### src/rtl/multdiv_issue_ctrl_pkg.sv
// Shared definitions for the multdiv issue sequencer.
// - state_e     : FSM encoding, 2 bits (IDLE/START/WAIT/DONE)
// - TIMEOUT_DEF : default WAIT cycle budget before a forced exception completion
package multdiv_ctrl_pkg;

  typedef enum logic [1:0] {
    S_IDLE  = 2'd0,
    S_START = 2'd1,
    S_WAIT  = 2'd2,
    S_DONE  = 2'd3
  } state_e;

  localparam int TIMEOUT_DEF = 64;

endpackage

### src/rtl/multdiv_issue_ctrl_if.sv
// Signal bundle between execute stage / multdiv unit and the issue sequencer.
// Issue side : issue_valid, issue_is_div, issue_opA/B, issue_rd, flush -> stall, busy
// Writeback  : wb_valid, wb_rd, wb_data, wb_exception
// multdiv    : md_operandA/B, md_ctrl_MULT/DIV out; md_result, md_exception, md_resultRDY in
// Modports   : slave  = the sequencer, master = the environment driving it
interface multdiv_issue_ctrl_if #(
  parameter int DATA_W = 32,
  parameter int RD_W   = 5
);

  logic              issue_valid;
  logic              issue_is_div;
  logic [DATA_W-1:0] issue_opA;
  logic [DATA_W-1:0] issue_opB;
  logic [RD_W-1:0]   issue_rd;
  logic              flush;
  logic              stall;
  logic              busy;
  logic              wb_valid;
  logic [RD_W-1:0]   wb_rd;
  logic [DATA_W-1:0] wb_data;
  logic              wb_exception;
  logic [DATA_W-1:0] md_operandA;
  logic [DATA_W-1:0] md_operandB;
  logic              md_ctrl_MULT;
  logic              md_ctrl_DIV;
  logic [DATA_W-1:0] md_result;
  logic              md_exception;
  logic              md_resultRDY;

  modport slave (
    input  issue_valid, issue_is_div, issue_opA, issue_opB, issue_rd, flush,
           md_result, md_exception, md_resultRDY,
    output stall, busy, wb_valid, wb_rd, wb_data, wb_exception,
           md_operandA, md_operandB, md_ctrl_MULT, md_ctrl_DIV
  );

  modport master (
    output issue_valid, issue_is_div, issue_opA, issue_opB, issue_rd, flush,
           md_result, md_exception, md_resultRDY,
    input  stall, busy, wb_valid, wb_rd, wb_data, wb_exception,
           md_operandA, md_operandB, md_ctrl_MULT, md_ctrl_DIV
  );

endinterface

### src/rtl/multdiv_issue_ctrl_wait_counter.sv
// md_wait_counter: WAIT-cycle counter for the multdiv sequencer.
// - clock, reset : clock, synchronous active-high reset
// - clr_i        : load zero (wins over en_i)
// - en_i         : increment by one
// - cnt_o        : current count, $clog2(TIMEOUT) bits
// - tc_o         : terminal count, high while cnt_o == TIMEOUT-1
module md_wait_counter
  import multdiv_ctrl_pkg::*;
#(
  parameter int TIMEOUT = TIMEOUT_DEF
) (
  input  logic                       clock,
  input  logic                       reset,
  input  logic                       clr_i,
  input  logic                       en_i,
  output logic [$clog2(TIMEOUT)-1:0] cnt_o,
  output logic                       tc_o
);

  localparam int CW = $clog2(TIMEOUT);

  logic [CW-1:0] cnt_q;

  always_ff @(posedge clock) begin
    if (reset || clr_i) cnt_q <= '0;
    else if (en_i)      cnt_q <= cnt_q + 1'b1;
  end

  assign cnt_o = cnt_q;
  assign tc_o  = (cnt_q == CW'(TIMEOUT - 1));

endmodule

### src/rtl/multdiv_issue_ctrl.sv
// multdiv_issue_ctrl: sequencer between the execute stage and the shared multdiv.
// Accepts one mult/div, pulses md_ctrl_MULT/DIV for one cycle, stalls the
// front end until multdiv reports ready (or TIMEOUT WAIT cycles elapse), then
// presents a single-cycle writeback beat. Flush aborts START/WAIT silently.
// - clock, reset : clock, synchronous active-high reset
// - bus          : multdiv_issue_ctrl_if.slave (issue, writeback, multdiv signals)
module multdiv_issue_ctrl
  import multdiv_ctrl_pkg::*;
#(
  parameter int DATA_W  = 32,
  parameter int RD_W    = 5,
  parameter int TIMEOUT = TIMEOUT_DEF
) (
  input  logic                 clock,
  input  logic                 reset,
  multdiv_issue_ctrl_if.slave  bus
);

  localparam int CW = $clog2(TIMEOUT);

  state_e            state_q, state_d;
  logic [DATA_W-1:0] opa_q, opb_q;
  logic [RD_W-1:0]   rd_q;
  logic              div_q;
  logic [DATA_W-1:0] wb_data_q, wb_data_d;
  logic              wb_exc_q, wb_exc_d;
  logic [RD_W-1:0]   wb_rd_q;
  logic              wb_valid_q;
  logic              accept;
  logic              cnt_clr, cnt_en, cnt_tc;
  logic [CW-1:0]     cnt;

  md_wait_counter #(.TIMEOUT(TIMEOUT)) u_cnt (
    .clock (clock),
    .reset (reset),
    .clr_i (cnt_clr),
    .en_i  (cnt_en),
    .cnt_o (cnt),
    .tc_o  (cnt_tc)
  );

  assign accept = (state_q == S_IDLE) && bus.issue_valid && !bus.flush;

  always_ff @(posedge clock) begin
    if (reset) state_q <= S_IDLE;
    else       state_q <= state_d;
  end

  always_comb begin
    state_d   = state_q;
    wb_data_d = wb_data_q;
    wb_exc_d  = wb_exc_q;
    cnt_clr   = 1'b0;
    cnt_en    = 1'b0;
    case (state_q)
      S_IDLE:  if (accept) state_d = S_START;
      S_START: begin
        cnt_clr = 1'b1;
        state_d = bus.flush ? S_IDLE : S_WAIT;
      end
      S_WAIT: begin
        cnt_en = 1'b1;
        if (bus.flush) begin
          state_d = S_IDLE;
        end else if (bus.md_resultRDY && (cnt != '0)) begin
          // cnt==0 is the first WAIT cycle; RDY there is the previous op's level
          wb_data_d = bus.md_result;
          wb_exc_d  = bus.md_exception;
          state_d   = S_DONE;
        end else if (cnt_tc) begin
          wb_data_d = '0;
          wb_exc_d  = 1'b1;
          state_d   = S_DONE;
        end
      end
      // already committed: flush here does not cancel the writeback
      S_DONE:  state_d = S_IDLE;
      default: state_d = S_IDLE;
    endcase
  end

  // Operand latch plus writeback registers; wb_valid/wb_rd are live only in DONE.
  always_ff @(posedge clock) begin
    if (reset) begin
      opa_q      <= '0;
      opb_q      <= '0;
      rd_q       <= '0;
      div_q      <= 1'b0;
      wb_data_q  <= '0;
      wb_exc_q   <= 1'b0;
      wb_rd_q    <= '0;
      wb_valid_q <= 1'b0;
    end else begin
      if (accept) begin
        opa_q <= bus.issue_opA;
        opb_q <= bus.issue_opB;
        rd_q  <= bus.issue_rd;
        div_q <= bus.issue_is_div;
      end
      wb_data_q  <= wb_data_d;
      wb_exc_q   <= wb_exc_d;
      wb_valid_q <= (state_d == S_DONE);
      wb_rd_q    <= (state_d == S_DONE) ? rd_q : '0;
    end
  end

  // stall drops combinationally on flush so the squashed instruction frees X at once
  assign bus.stall        = accept ||
                            (((state_q == S_START) || (state_q == S_WAIT)) && !bus.flush);
  assign bus.busy         = (state_q != S_IDLE);
  assign bus.md_ctrl_MULT = (state_q == S_START) && !div_q;
  assign bus.md_ctrl_DIV  = (state_q == S_START) &&  div_q;
  assign bus.md_operandA  = opa_q;
  assign bus.md_operandB  = opb_q;
  assign bus.wb_valid     = wb_valid_q;
  assign bus.wb_rd        = wb_rd_q;
  assign bus.wb_data      = wb_data_q;
  assign bus.wb_exception = wb_exc_q;

endmodule

### src/flat_wrapper.sv
// flat-port wrapper written by rule: the top's interface ports become plain ports
module multdiv_issue_ctrl_flat import multdiv_ctrl_pkg::*;
#(
  parameter int DATA_W  = 32,
  parameter int RD_W    = 5,
  parameter int TIMEOUT = TIMEOUT_DEF
)
  (clock, reset, bus_issue_valid, bus_issue_is_div, bus_issue_opA, bus_issue_opB, bus_issue_rd, bus_flush, bus_md_result, bus_md_exception, bus_md_resultRDY, bus_stall, bus_busy, bus_wb_valid, bus_wb_rd, bus_wb_data, bus_wb_exception, bus_md_operandA, bus_md_operandB, bus_md_ctrl_MULT, bus_md_ctrl_DIV);
  multdiv_issue_ctrl_if #(.DATA_W(DATA_W), .RD_W(RD_W)) bus_i ();
  input  logic clock;
  input  logic reset;
  input wire logic [$bits(bus_i.issue_valid)-1:0] bus_issue_valid;
  input wire logic [$bits(bus_i.issue_is_div)-1:0] bus_issue_is_div;
  input wire logic [$bits(bus_i.issue_opA)-1:0] bus_issue_opA;
  input wire logic [$bits(bus_i.issue_opB)-1:0] bus_issue_opB;
  input wire logic [$bits(bus_i.issue_rd)-1:0] bus_issue_rd;
  input wire logic [$bits(bus_i.flush)-1:0] bus_flush;
  input wire logic [$bits(bus_i.md_result)-1:0] bus_md_result;
  input wire logic [$bits(bus_i.md_exception)-1:0] bus_md_exception;
  input wire logic [$bits(bus_i.md_resultRDY)-1:0] bus_md_resultRDY;
  output wire logic [$bits(bus_i.stall)-1:0] bus_stall;
  output wire logic [$bits(bus_i.busy)-1:0] bus_busy;
  output wire logic [$bits(bus_i.wb_valid)-1:0] bus_wb_valid;
  output wire logic [$bits(bus_i.wb_rd)-1:0] bus_wb_rd;
  output wire logic [$bits(bus_i.wb_data)-1:0] bus_wb_data;
  output wire logic [$bits(bus_i.wb_exception)-1:0] bus_wb_exception;
  output wire logic [$bits(bus_i.md_operandA)-1:0] bus_md_operandA;
  output wire logic [$bits(bus_i.md_operandB)-1:0] bus_md_operandB;
  output wire logic [$bits(bus_i.md_ctrl_MULT)-1:0] bus_md_ctrl_MULT;
  output wire logic [$bits(bus_i.md_ctrl_DIV)-1:0] bus_md_ctrl_DIV;
  assign bus_i.issue_valid = bus_issue_valid;
  assign bus_i.issue_is_div = bus_issue_is_div;
  assign bus_i.issue_opA = bus_issue_opA;
  assign bus_i.issue_opB = bus_issue_opB;
  assign bus_i.issue_rd = bus_issue_rd;
  assign bus_i.flush = bus_flush;
  assign bus_i.md_result = bus_md_result;
  assign bus_i.md_exception = bus_md_exception;
  assign bus_i.md_resultRDY = bus_md_resultRDY;
  assign bus_stall = bus_i.stall;
  assign bus_busy = bus_i.busy;
  assign bus_wb_valid = bus_i.wb_valid;
  assign bus_wb_rd = bus_i.wb_rd;
  assign bus_wb_data = bus_i.wb_data;
  assign bus_wb_exception = bus_i.wb_exception;
  assign bus_md_operandA = bus_i.md_operandA;
  assign bus_md_operandB = bus_i.md_operandB;
  assign bus_md_ctrl_MULT = bus_i.md_ctrl_MULT;
  assign bus_md_ctrl_DIV = bus_i.md_ctrl_DIV;
  multdiv_issue_ctrl #(.DATA_W(DATA_W), .RD_W(RD_W), .TIMEOUT(TIMEOUT)) u_core (.clock(clock), .reset(reset), .bus(bus_i));
endmodule
### config.mk
export PLATFORM = sky130hd
export DESIGN_NAME = multdiv_issue_ctrl_flat
export DESIGN_NICKNAME = d
export VERILOG_FILES = /design/src/rtl/multdiv_issue_ctrl_pkg.sv /design/src/rtl/multdiv_issue_ctrl_if.sv /design/src/rtl/multdiv_issue_ctrl_wait_counter.sv /design/src/rtl/multdiv_issue_ctrl.sv /design/src/flat_wrapper.sv
export SDC_FILE = /design/constraint.sdc
export NUM_CORES = 1
export LEC_CHECK = 0
export BUFFER_PORTS_ARGS = -buffer_cell sky130_fd_sc_hd__buf_2
export CORE_MARGIN = 3
export CORE_UTILIZATION = 42
export DETAILED_ROUTE_END_ITERATION = 6
export PLACE_DENSITY_LB_ADDON = 0.05
export SYNTH_ARGS = -nofsm -noshare
export SYNTH_HDL_FRONTEND = slang
export SYNTH_SLANG_ARGS = --single-unit
### constraint.sdc
create_clock -name clock -period 1.6 [get_ports clock]
set_input_delay 0.08 -clock clock [delete_from_list [all_inputs] [get_ports clock]]
set_output_delay 0.08 -clock clock [all_outputs]
set_load 0.02 [all_outputs]
; ---- Yosys cells after proc, flatten, opt, wreduce, memory -nomap -nowiden
; Cells that the tools add are included.
[word_totals]
ff_bits = 117
inputBits = 108
out_inout_bits = 107
[classes]
n_eq_ne = 5
muxes = 12
n_addsub = 1
n_reduce_logical = 17
bitwise_logic = 2
[ops]
columns = cell, count
row1 = 32-bit 2-to-1 mux, 2
row2 = 2-bit 2-to-1 mux, 5
row3 = 2-bit case mux with 4 select lines, 1
row4 = 6-bit by 1-bit adder with 6-bit output (second input constant), 1
row5 = 2-bit == test (second input constant), 3
row6 = 6-bit == test (second input constant), 1
row7 = 1-bit logical AND, 6
row8 = 6-bit nonzero test, 1
row9 = 1-bit 2-to-1 mux, 4
row10 = 2-bit nonzero test, 2
row11 = 1-bit logical OR, 3
row12 = 3-bit AND reduction, 1
row13 = 2-bit by 1-bit == test with 1-bit output (second input constant), 1
row14 = 1-bit zero test, 2
row15 = 2-bit zero test, 1
row16 = 1-bit NOT, 2
row17 = 2-bit OR reduction, 1

; ---- Longest topological paths before layout
; Gate-level depths: netlist of run 1.
[depth]
ltp_word = 8
mapped_depth = 9
mapped_depth_nobuf = 6

; ---- Hierarchy
; A second synthesis of run 1 with hierarchy kept.
[hier_totals]
cells_unflattened = 494
area_unflattened_um2 = 4245.3
[by_module_without_submodules]
columns = mod, instances, cells_each, seq_area_each_um2, area_each_um2
row1 = multdiv_issue_ctrl, 1, 465, 2222.1, 3983.8
row2 = md_wait_counter, 1, 29, 120.1, 261.5

; ---- Worst setup path after synthesis of run 1
; No wires, ideal clock.
[synth_timing]
path_type = reg2reg
from = register u_core.state_q[0]
to = register u_core.wb_data_q[0] (netlist: u_core.bus.wb_data[0])
path_buffers = 3
stages_incl_launch_ff = 10
synth_period_minus_slack_ns = 1.619
slack_ns = -0.019
arrival_time_ns = 1.549
setup_time_ns = 0.070
path_cell_list = dfxtp_1 inv_1 ha_1 buf_4 nand2b_1 buf_6 a211oi_4 buf_6 a32oi_1 a21oi_1
[synth_via]
elab_chain_len = 2
[synth_rtl]
columns = item, line
row1 = from (decl), multdiv_issue_ctrl.sv:21  ; state_e state_q, state_d;
row2 = from (signal assigned), multdiv_issue_ctrl.sv:46  ; else state_q <= state_d;
row3 = 2-bit == test, multdiv_issue_ctrl.sv:55  ; case (state_q)
row4 = 3-bit AND reduction (no source line), --
row5 = to (signal assigned), multdiv_issue_ctrl.sv:100  ; wb_data_q <= wb_data_d;
row6 = to (decl), multdiv_issue_ctrl.sv:25  ; logic [DATA_W-1:0] wb_data_q, wb_data_d;
; Every way passes these cells.
; A chain may end at the register's enable or synchronous reset.

; ---- Worst setup path after layout of run 1
[layout_timing]
from = register u_core.state_q[0]
to = output bus_stall
[layout_via]
elab_chain_len = 4
elab_cells_between_ends = 8
classes_between = eq/ne (2) / reduce/logical (6)
[layout_rtl]
columns = item, line
row1 = 2-bit by 1-bit == test with 1-bit output (tied with other cells), multdiv_issue_ctrl.sv:109  ; (((state_q == S_START) || (state_q == S_WAIT)) && !bus.flush);
row2 = 1-bit logical OR or 1-bit logical AND (tied branches), "multdiv_issue_ctrl.sv:109, multdiv_issue_ctrl.sv:42"
row3 = 1-bit logical AND (on tied branches), "multdiv_issue_ctrl.sv:109, multdiv_issue_ctrl.sv:42"
row4 = 1-bit logical OR *, multdiv_issue_ctrl.sv:108  ; assign bus.stall = accept ||
row5 = to (decl), flat_wrapper.sv:21  ; output wire logic [$bits(bus_i.stall)-1:0] bus_stall;
; Mark *: on every way between the ends. The rest lies on a longest branch, timed or not.

==> run metrics, run 1 <==
Post-Syn Area 0.00449 sq mm; io pins 215; CP Cell Sequence inv_2, ha_4, and3_4, a21o_1, buf_6; initial DRC count 478; drt total wl 14.7 mm; Setup-failing EPs final 0; actual slew at the worst max-slew pin 342 ps; pwr/cell area 1070 mW/mm^2; hold path startpoint bus_issue_valid; Longest Clk Path Bufs 2; sw frac 0.263; Leak Pwr 3.37 nW; largest net degree at the start of global routing 73; clock share of power 0.429; post-route ant nets 0; WP data arrival 1500 ps; GRT Overall Usage 0.234; DR DRC count 0; die area 0.0120 sq mm; root buf cell clkbuf_8; maximum vdd drop 0.813 mV; combinational power share 0.182; outcome complete, no violations; Max-Cap Viols 0; vias in the first global route 4,721; Via Count 5,005; critical path class flop to output pin; GR Overflow Total 0; first-pass GRT wire length 22.3 mm; Worst R2R Start u_core.state_q[1]; Yosys reg bits 117; Post-Syn Nets 650; Clock Skew 7.55 ps; Port Buffer Count 214; worst skew pair latency 510 ps; Critical Path Sink bus_stall; startpoint types flop; Non-Filler Instances 1,010; sequential power share 0.388; TritonCTS clock tree done; n_diodes 0; Max Fclk 632 MHz; CP max-delay cell dfxtp_2; Slew Viols, Final 0; Starting Density 0.433; Final #Nets 976; Reg2Reg Depth 8; post-synth top area share 0.521; DR WL/cell 14.6 um; routability cong. 0.754; fin util 0.731; DPL Wire Length 8.65 mm; Setup TNS Final 0 ps; Post-synth EDFFs 0; Top FF cell, synth dfxtp_1; top post-synthesis cells by area dfxtp_1 52%, nand2_1 15%, a21oi_1 12%, a32oi_1 6.2%, clkbuf_1 2.7%; Distinct cells, synth 34; Hold Vio Cnt, Final 0; placed cells 865; DIE WIDTH 109 um; CP required 1520 ps; Crit path largest cell delay 330 ps; Worst Setup SP u_core.state_q[0]; Syn. warnings 0; Pint 5.95 mW; Sw Pwr 2.12 mW; Via density 4.96; Worst-path clk slew 50 ps; Post-Synthesis Cells 536; Num CTS Buffers 17; DRT Pass-1 Iters 5; Die Y-Extent 109 um; Tcrit/Tclk final 0.989; reg2reg end u_core.bus.wb_data[27]; Tmin final 1580 ps; row count 37; CTS Sinks 117; CP endpoint kind output pin; r2r setup slk 50 ps; buffers and inverters on the worst path 2; sequential fraction of the synthesis area 0.521; core area 0.0104 sq mm; HP Class input pin to flop; share of layout cells above drive strength 1 0.346; RSZ-0062 raised after global routing yes; Slew HR 0.772; H-tree depth 4; Top delay family on crit path flip-flops; Post-synth ARST share 0; Layout area overhead 68.7%; initial antenna violation count 0; Avg Cell Area, Syn 8.38 sq um; leading area contributor after synthesis dfxtp_1; CP max FO 3; Worst path depth 5
==> per-layer routing <==
metal,track usage,vias up,wire (um)
met5,0,-,0
met4,0.0855,0,221
met3,0.0799,22,1130
met2,0.394,203,7450
met1,0.277,2316,5940
li1,-,2464,-
==> worst min-delay path, stage by stage <==
cell and delay (ps):
buf_2 120, and3_4 170, buf_4 170, nand2_1 70, a21oi_1 50
==> worst min-delay path by stage <==
stage	endpoint	slack, ps	cells after the start
finish	u_core.bus.md_operandB[25]	210	5
global route	u_core.bus.md_operandB[26]	210	5
CTS	u_core.bus.md_operandB[31]	140	5
detailed placement	u_core.bus.md_operandB[21]	330	3
global placement	u_core.bus.md_operandB[21]	320	3
floorplan	u_core.rd_q[0]	220	2
==> flip-flops by register name (all words and copies together) (netlist names) <==
signal / count
u_core.bus.md_operandA: 32
u_core.bus.md_operandB: 32
u_core.bus.wb_data: 32
u_core.bus.wb_exception: 1
u_core.bus.wb_rd: 5
u_core.bus.wb_valid: 1
u_core.div_q: 1
u_core.rd_q: 5
u_core.state_q: 2
u_core.u_cnt.cnt_o: 6
==> cell usage in the layout, fill, tap and decap left out, types with 7 or more instances in the layout <==
cell           count
clkbuf_16         18
dlygate4sd3_1    104
dfxtp_1          114
a21oi_1          106
inv_1             13
nand2_1          174
a32oi_1           30
nor2_1             8
buf_2            211
buf_12             7
buf_4             19
==> cells by family (layout without fill, tap and decap cells) <==
family / Yosys count / in the layout / synth area share
buffers and inverters: 59 / 397 / 0.0643
AOI/OAI and AO/OA: 147 / 147 / 0.199
adders and majority gates: 6 / 6 / 0.0167
DFF: 117 / 117 / 0.521
muxes: 1 / 1 / 0.00223
and+or+nand+nor: 202 / 202 / 0.189
xor gates and xnor gates: 4 / 4 / 0.00780
==> synth_stat cells (2+ instances only) <==
library cell,n
a21oi_1,106
inv_1,15
xor2_1,3
dfxtp_1,117
nor3_2,5
buf_6,8
ha_1,6
nor2_1,8
a32oi_1,32
nand4_1,2
nor2b_1,2
clkbuf_1,32
o21ai_0,2
nand2_1,174
buf_2,3
and3_1,2
a21o_1,2
==> power by group through the flow <==
stage	registers (mW)	logic (mW)	clock network, mW
4_1_cts	3.13	1.39	3.55
2_1_floorplan	3.34	0.501	0
3_3_place_gp	3.18	1.13	0
6_report	3.13	1.47	3.47
3_5_place_dp	3.18	1.14	0
5_1_grt	3.15	1.60	3.69
==> stage by stage <==
step | hold WS (ps) | setup slack [ps] | power, mW | instance area [sq um]
floorplan | 216 | 29.8 | 3.84 | 4490
global placement | 319 | 58.6 | 4.31 | 5760
detailed placement | 325 | 42.6 | 4.32 | 5760
CTS | 139 | -29.8 | 8.07 | 7420
global route | 210 | -40.8 | 8.43 | 7580
finish | 210 | 18.0 | 8.07 | 7580
==> timing repair <==
action | 4_1_cts | 5_1_grt
setup endpoints to repair | 3 | 78
endpoints found under the hold margin | 109 | 0
cloned | 0 | 2
hold buffers | 104 | 0
pin swaps | 2 | 8
gates resized for setup | 11 | 18
setup buffers | 4 | 4
==> layout make-up <==
type | count | area [sq um]
flip-flops and latches | 117 | 2350
clock inverters | 8 | 75.1
clock buffers | 23 | 477
multi-input cells | 360 | 1920
inverters | 15 | 56.3
repair buffers | 351 | 2530
fillers | 746 | 2790
well taps | 136 | 170
(Power assumes the default switching activity.)
==> run 2: changes to the inputs <==
Settings changed: SETUP_SLACK_MARGIN set to 0.2.
==> run 2 against run 1 <==
The run now ends with setup timing left. Clock skew is 2.9 ps lower. Combinational power is 31% higher. Critical path depth is 5 higher. Cell count is 2.9% higher. Die area is the same. Clock-buffer cell count rose by 1. Worst setup slack worse by 91 ps. Critical endpoint is now u_core.bus.wb_data[10]. Cell area increased by 12%. Largest cell class unchanged. Sequential cell count unchanged. Sequential share of layout area shrank 3.2 points. Largest power group unchanged.
==> run metrics, run 2 (synthesis gave the netlist of run 1 again) <==
initial DRC count 329; outcome complete, but fails checks; post-route ant nets 0; Leak Pwr 3.74 nW; GR Overflow Total 0; Starting Density 0.433; CP required 2030 ps; worst skew pair latency 510 ps; RSZ-0062 raised after global routing yes; Final WS setup -72.9 ps; gr busiest metal met2; Final #Nets 1,008; vias in the first global route 5,253; Hold Worst Slack 220 ps; root buf cell clkbuf_8; Tmin final 1670 ps; CP max FO 4; DR WL/cell 16.9 um; r2r setup slk -70 ps; Via density 5.16; startpoint types flop; CP Cell Sequence inv_4, buf_4, buf_6, ha_4, nand2b_4, a211oi_4, buf_6, clkbuf_16, a32oi_1, a21oi_1; Clock Skew 4.66 ps; Port Buffer Count 214; hold path startpoint bus_flush; pwr/cell area 1010 mW/mm^2; Hold Vio Cnt, Final 0; Slew Viols, Final 0; DPL Wire Length 9.12 mm; CTS Sinks 117; WP data arrival 2100 ps; Worst R2R Start u_core.state_q[0]; GR met2 Demand/Resource 0.482; DRT Pass-1 Iters 5; Layout area overhead 89.1%; buffers and inverters on the worst path 5; GRT Overall Usage 0.263; H-tree depth 4; CP max-delay cell dfxtp_4; Die Y-Extent 109 um; Tcrit/Tclk final 1.05; initial antenna violation count 0; core area 0.0104 sq mm; Crit path largest cell delay 350 ps; Longest Clk Path Bufs 2; M3 GR Usage 0.0804; largest net degree at the start of global routing 58; CP endpoint kind flop; Worst Setup SP u_core.state_q[0]; Max-Cap Viols 0; Num CTS Buffers 17; HP Class input pin to flop; maximum vdd drop 0.596 mV; TritonCTS clock tree done; die area 0.0120 sq mm; failing checks setup timing; Top cell by count, worst path buf_6; DIE WIDTH 109 um; share of layout cells above drive strength 1 0.466; actual slew at the worst max-slew pin 365 ps; Max Fclk 598 MHz; n_diodes 0; DR DRC count 0; first-pass GRT wire length 24.6 mm; Slew HR 0.757; most common cell after layout, fill and taps aside buf_2; met1 Use GR 0.285; Place WS 1.13 ps; most frequent cells in the layout 209 x buf_2, 133 x nand2_1, 110 x dfxtp_1, 104 x dlygate4sd3_1, 71 x a21oi_1; Setup-failing EPs final 44; placed cells 860; drt total wl 17.6 mm; fin util 0.819; routability cong. 0.733; Via Count 5,363; row count 37; Worst-path clk slew 50 ps; Non-Filler Instances 1,039; critical path class flop to flop; io pins 215; Top delay family on crit path buffers and inverters
run 2: power by group:
| group | total [mW] | leakage [nW] | switching [mW] | internal [mW] |
|---|---|---|---|---|
| Sequential | 3.17 | 0.954 | 0.108 | 3.06 |
| Clock | 3.46 | 0.265 | 1.24 | 2.22 |
| Combinational | 1.93 | 2.52 | 0.974 | 0.960 |
| Total | 8.56 | 3.74 | 2.32 | 6.25 |
run 2: layout make-up:
class,count,area [sq um]
fillers,589,1880
multi-input cells,360,2330
repair buffers,383,3040
clock buffers,24,490
flip-flops and latches,117,2360
clock inverters,4,47.5
well taps,136,170
inverters,15,61.3
run 2: repair_timing:
action	4_1_cts	5_1_grt
endpoints found under the setup margin	110	121
hold buffers	104	0
cloned	8	4
endpoints found under the hold margin	103	0
resized for setup	53	115
setup buffers	31	4
pin swaps	18	67
run 2: stage by stage:
stage | total power [mW] | cell area (sq um) | TNS, ps
after CTS | 8.26 | 7960 | 0
after detailed placement | 4.33 | 5750 | 0
after floorplan | 3.88 | 4540 | 0
final | 8.56 | 8490 | -1220
after global placement | 4.30 | 5750 | 0
after global routing | 8.87 | 8490 | -5460
run 2: per-layer routing:
| metal | up-vias | wire [um] |
|---|---|---|
| li1 | 2531 | - |
| met1 | 2560 | 6670 |
| met2 | 233 | 9250 |
| met3 | 39 | 1180 |
| met4 | 0 | 481 |
| met5 | - | 0 |
run 2: worst register-to-register path: cells and delay by family, from the launching register on:
kind / cells / cell delay [ps]
buffers and inverters: 5 / 610
AOI/OAI and AO/OA: 3 / 420
DFF: 1 / 350
adders and majority gates: 1 / 140
and+or+nand+nor: 1 / 80
run 2: worst paths after layout:
kind                           endpoint  cells past startpoint
max              u_core.bus.wb_data[10]                     10
min                   u_core.state_q[1]                      5
max reg2reg      u_core.bus.wb_data[10]                     10
min reg2reg  u_core.bus.md_operandA[17]                      2
==> run 3: changes to the inputs <==
Settings changed: CORE_ASPECT_RATIO set to 0.8.
==> run 3 against run 2 <==
The run now ends clean. Global-route usage increased by 0.59 points. Critical path depth decreased by 4. Cell count decreased by 0.77%. Wire length increased by 1.6%. Sequential share of layout area increased by 1.0 points. Power increased by 4.4%. Register-to-register slack improved by 140 ps. Sequential power about the same. Critical endpoint is now u_core.bus.wb_exception. Largest cell class unchanged.
==> run metrics, run 3 (synthesis gave the netlist of run 1 again) <==
Max Fclk 652 MHz; outcome complete, no violations; actual slew at the worst max-slew pin 358 ps; Max-Cap Viols 0; Starting Density 0.435; Worst-path clk slew 60 ps; Final #Nets 993; n_diodes 0; Setup TNS Final 0 ps; Slew Viols, Final 0; Via Count 5,305; Final WS setup 65.9 ps; WP data arrival 1830 ps; DPL Wire Length 8.66 mm; DR DRC count 0; Layout area overhead 82.5%; Final Power 8.94 mW; row count 33; DIE WIDTH 122 um; TritonCTS clock tree done; drt total wl 17.9 mm; fillers 693; DRT Pass-1 Iters 6; Reg2Reg Depth 6; Slew HR 0.761; worst hold stages 2; initial DRC count 355; most frequent cells in the layout 210 x buf_2, 170 x nand2_1, 110 x dfxtp_1, 103 x dlygate4sd3_1, 99 x a21oi_1; Num CTS Buffers 17; worst skew pair latency 400 ps; CP Cell Sequence nor4_4, buf_4, a21o_4, buf_16, a21oi_1, o21a_1; root buf cell clkbuf_16; H-tree depth 4; share of layout cells above drive strength 1 0.383; HP Class input pin to flop; DR WL/cell 17.3 um; routability cong. 0.721; Longest Clk Path Bufs 2; GR Overflow Total 0; post-route ant nets 0; CTS Sinks 117; maximum vdd drop 0.813 mV; CP required 1890 ps; Tmin final 1530 ps; io pins 215; die area 0.0120 sq mm; GRT Overall Usage 0.269; initial antenna violation count 0; Leak Pwr 3.65 nW; CP max-delay cell dfxtp_2; startpoint types flop; Via density 5.15; CP max FO 16; core area 0.0103 sq mm; vias in the first global route 5,324; Die Y-Extent 98.5 um; Hold Vio Cnt, Final 0; critical path class flop to flop; pwr/cell area 1090 mW/mm^2; most common cell after layout, fill and taps aside buf_2; RSZ-0062 raised after global routing yes; Crit path largest cell delay 350 ps; Clock Skew 10.3 ps; Setup-failing EPs final 0; Port Buffer Count 214; CP endpoint kind flop; first-pass GRT wire length 25.9 mm; largest net degree at the start of global routing 64; Place WS 43.0 ps; Tcrit/Tclk final 0.959
==> run 3: cell count changes in the layout (fill, tap and decap cells not counted), moves of 4 or more <==
cell	change
a21oi_2	-28
buf_4	-12
clkbuf_16	+7
nand2_4	-16
nand2_2	-21
a21oi_1	+28
buf_6	-5
nand2_1	+37
clkbuf_8	-4
==> run 3: repair_timing <==
item | in CTS | in global routing
resized for setup | 42 | 35
hold buffers | 103 | 0
pin swaps | 10 | 39
endpoints found under the setup margin | 114 | 115
cloned | 6 | 13
setup buffers | 13 | 6
endpoints found under the hold margin | 103 | 0
==> run 3: layer usage <==
metal / vias up / routed length, um / track usage
met5: - / 0 / 0
met4: 0 / 511 / 0.112
met3: 40 / 1460 / 0.0803
met2: 250 / 9070 / 0.479
met1: 2508 / 6820 / 0.299
li1: 2507 / - / -
==> run 3: final timing paths <==
path,startpoint,endpoint,slack [ps]
hold / removal,reset,u_core.bus.wb_data[16],60
setup / recovery,u_core.u_cnt.cnt_o[5],u_core.bus.wb_exception,70
hold reg to reg,u_core.rd_q[4],u_core.bus.wb_rd[4],440
setup reg to reg,u_core.u_cnt.cnt_o[5],u_core.bus.wb_exception,70
==> run 3: report_power, final <==
| group | switching, mW | leakage (nW) | internal (mW) |
|---|---|---|---|
| combinational | 0.918 | 2.39 | 0.889 |
| clock | 1.31 | 0.300 | 2.67 |
| sequential | 0.0848 | 0.954 | 3.06 |
| total | 2.31 | 3.65 | 6.63 |
==> run 3: layout make-up <==
type                    count  area, sq um  share of cell area
clock inverters             9          151              0.0185
multi-input cells         360         2050               0.250
flip-flops and latches    117         2360               0.288
well taps                 140          175              0.0214
repair buffers            368         2940               0.358
inverters                  15         61.3             0.00748
clock buffers              22          464              0.0566
==> run 3: metrics by stage <==
| step | hold slack [ps] | std cells | utilization | area, sq um |
|---|---|---|---|---|
| 2_1_floorplan | 216 | 536 | - | 4540 |
| 3_3_place_gp | 320 | 859 | 0.553 | 5710 |
| 3_5_place_dp | 326 | 859 | 0.553 | 5710 |
| 4_1_cts | 49.9 | 1012 | 0.750 | 7740 |
| 5_1_grt | 63.0 | 1031 | 0.794 | 8200 |
| 6_report | 62.2 | 1031 | 0.794 | 8200 |
==> run 3: worst max-delay path: cells and delay by family, from the launching register on <==
| family | cells | cell delay [ps] |
|---|---|---|
| buffers and inverters | 2 | 320 |
| and+or+nand+nor | 1 | 290 |
| DFF | 1 | 350 |
| AOI/OAI and AO/OA | 3 | 460 |
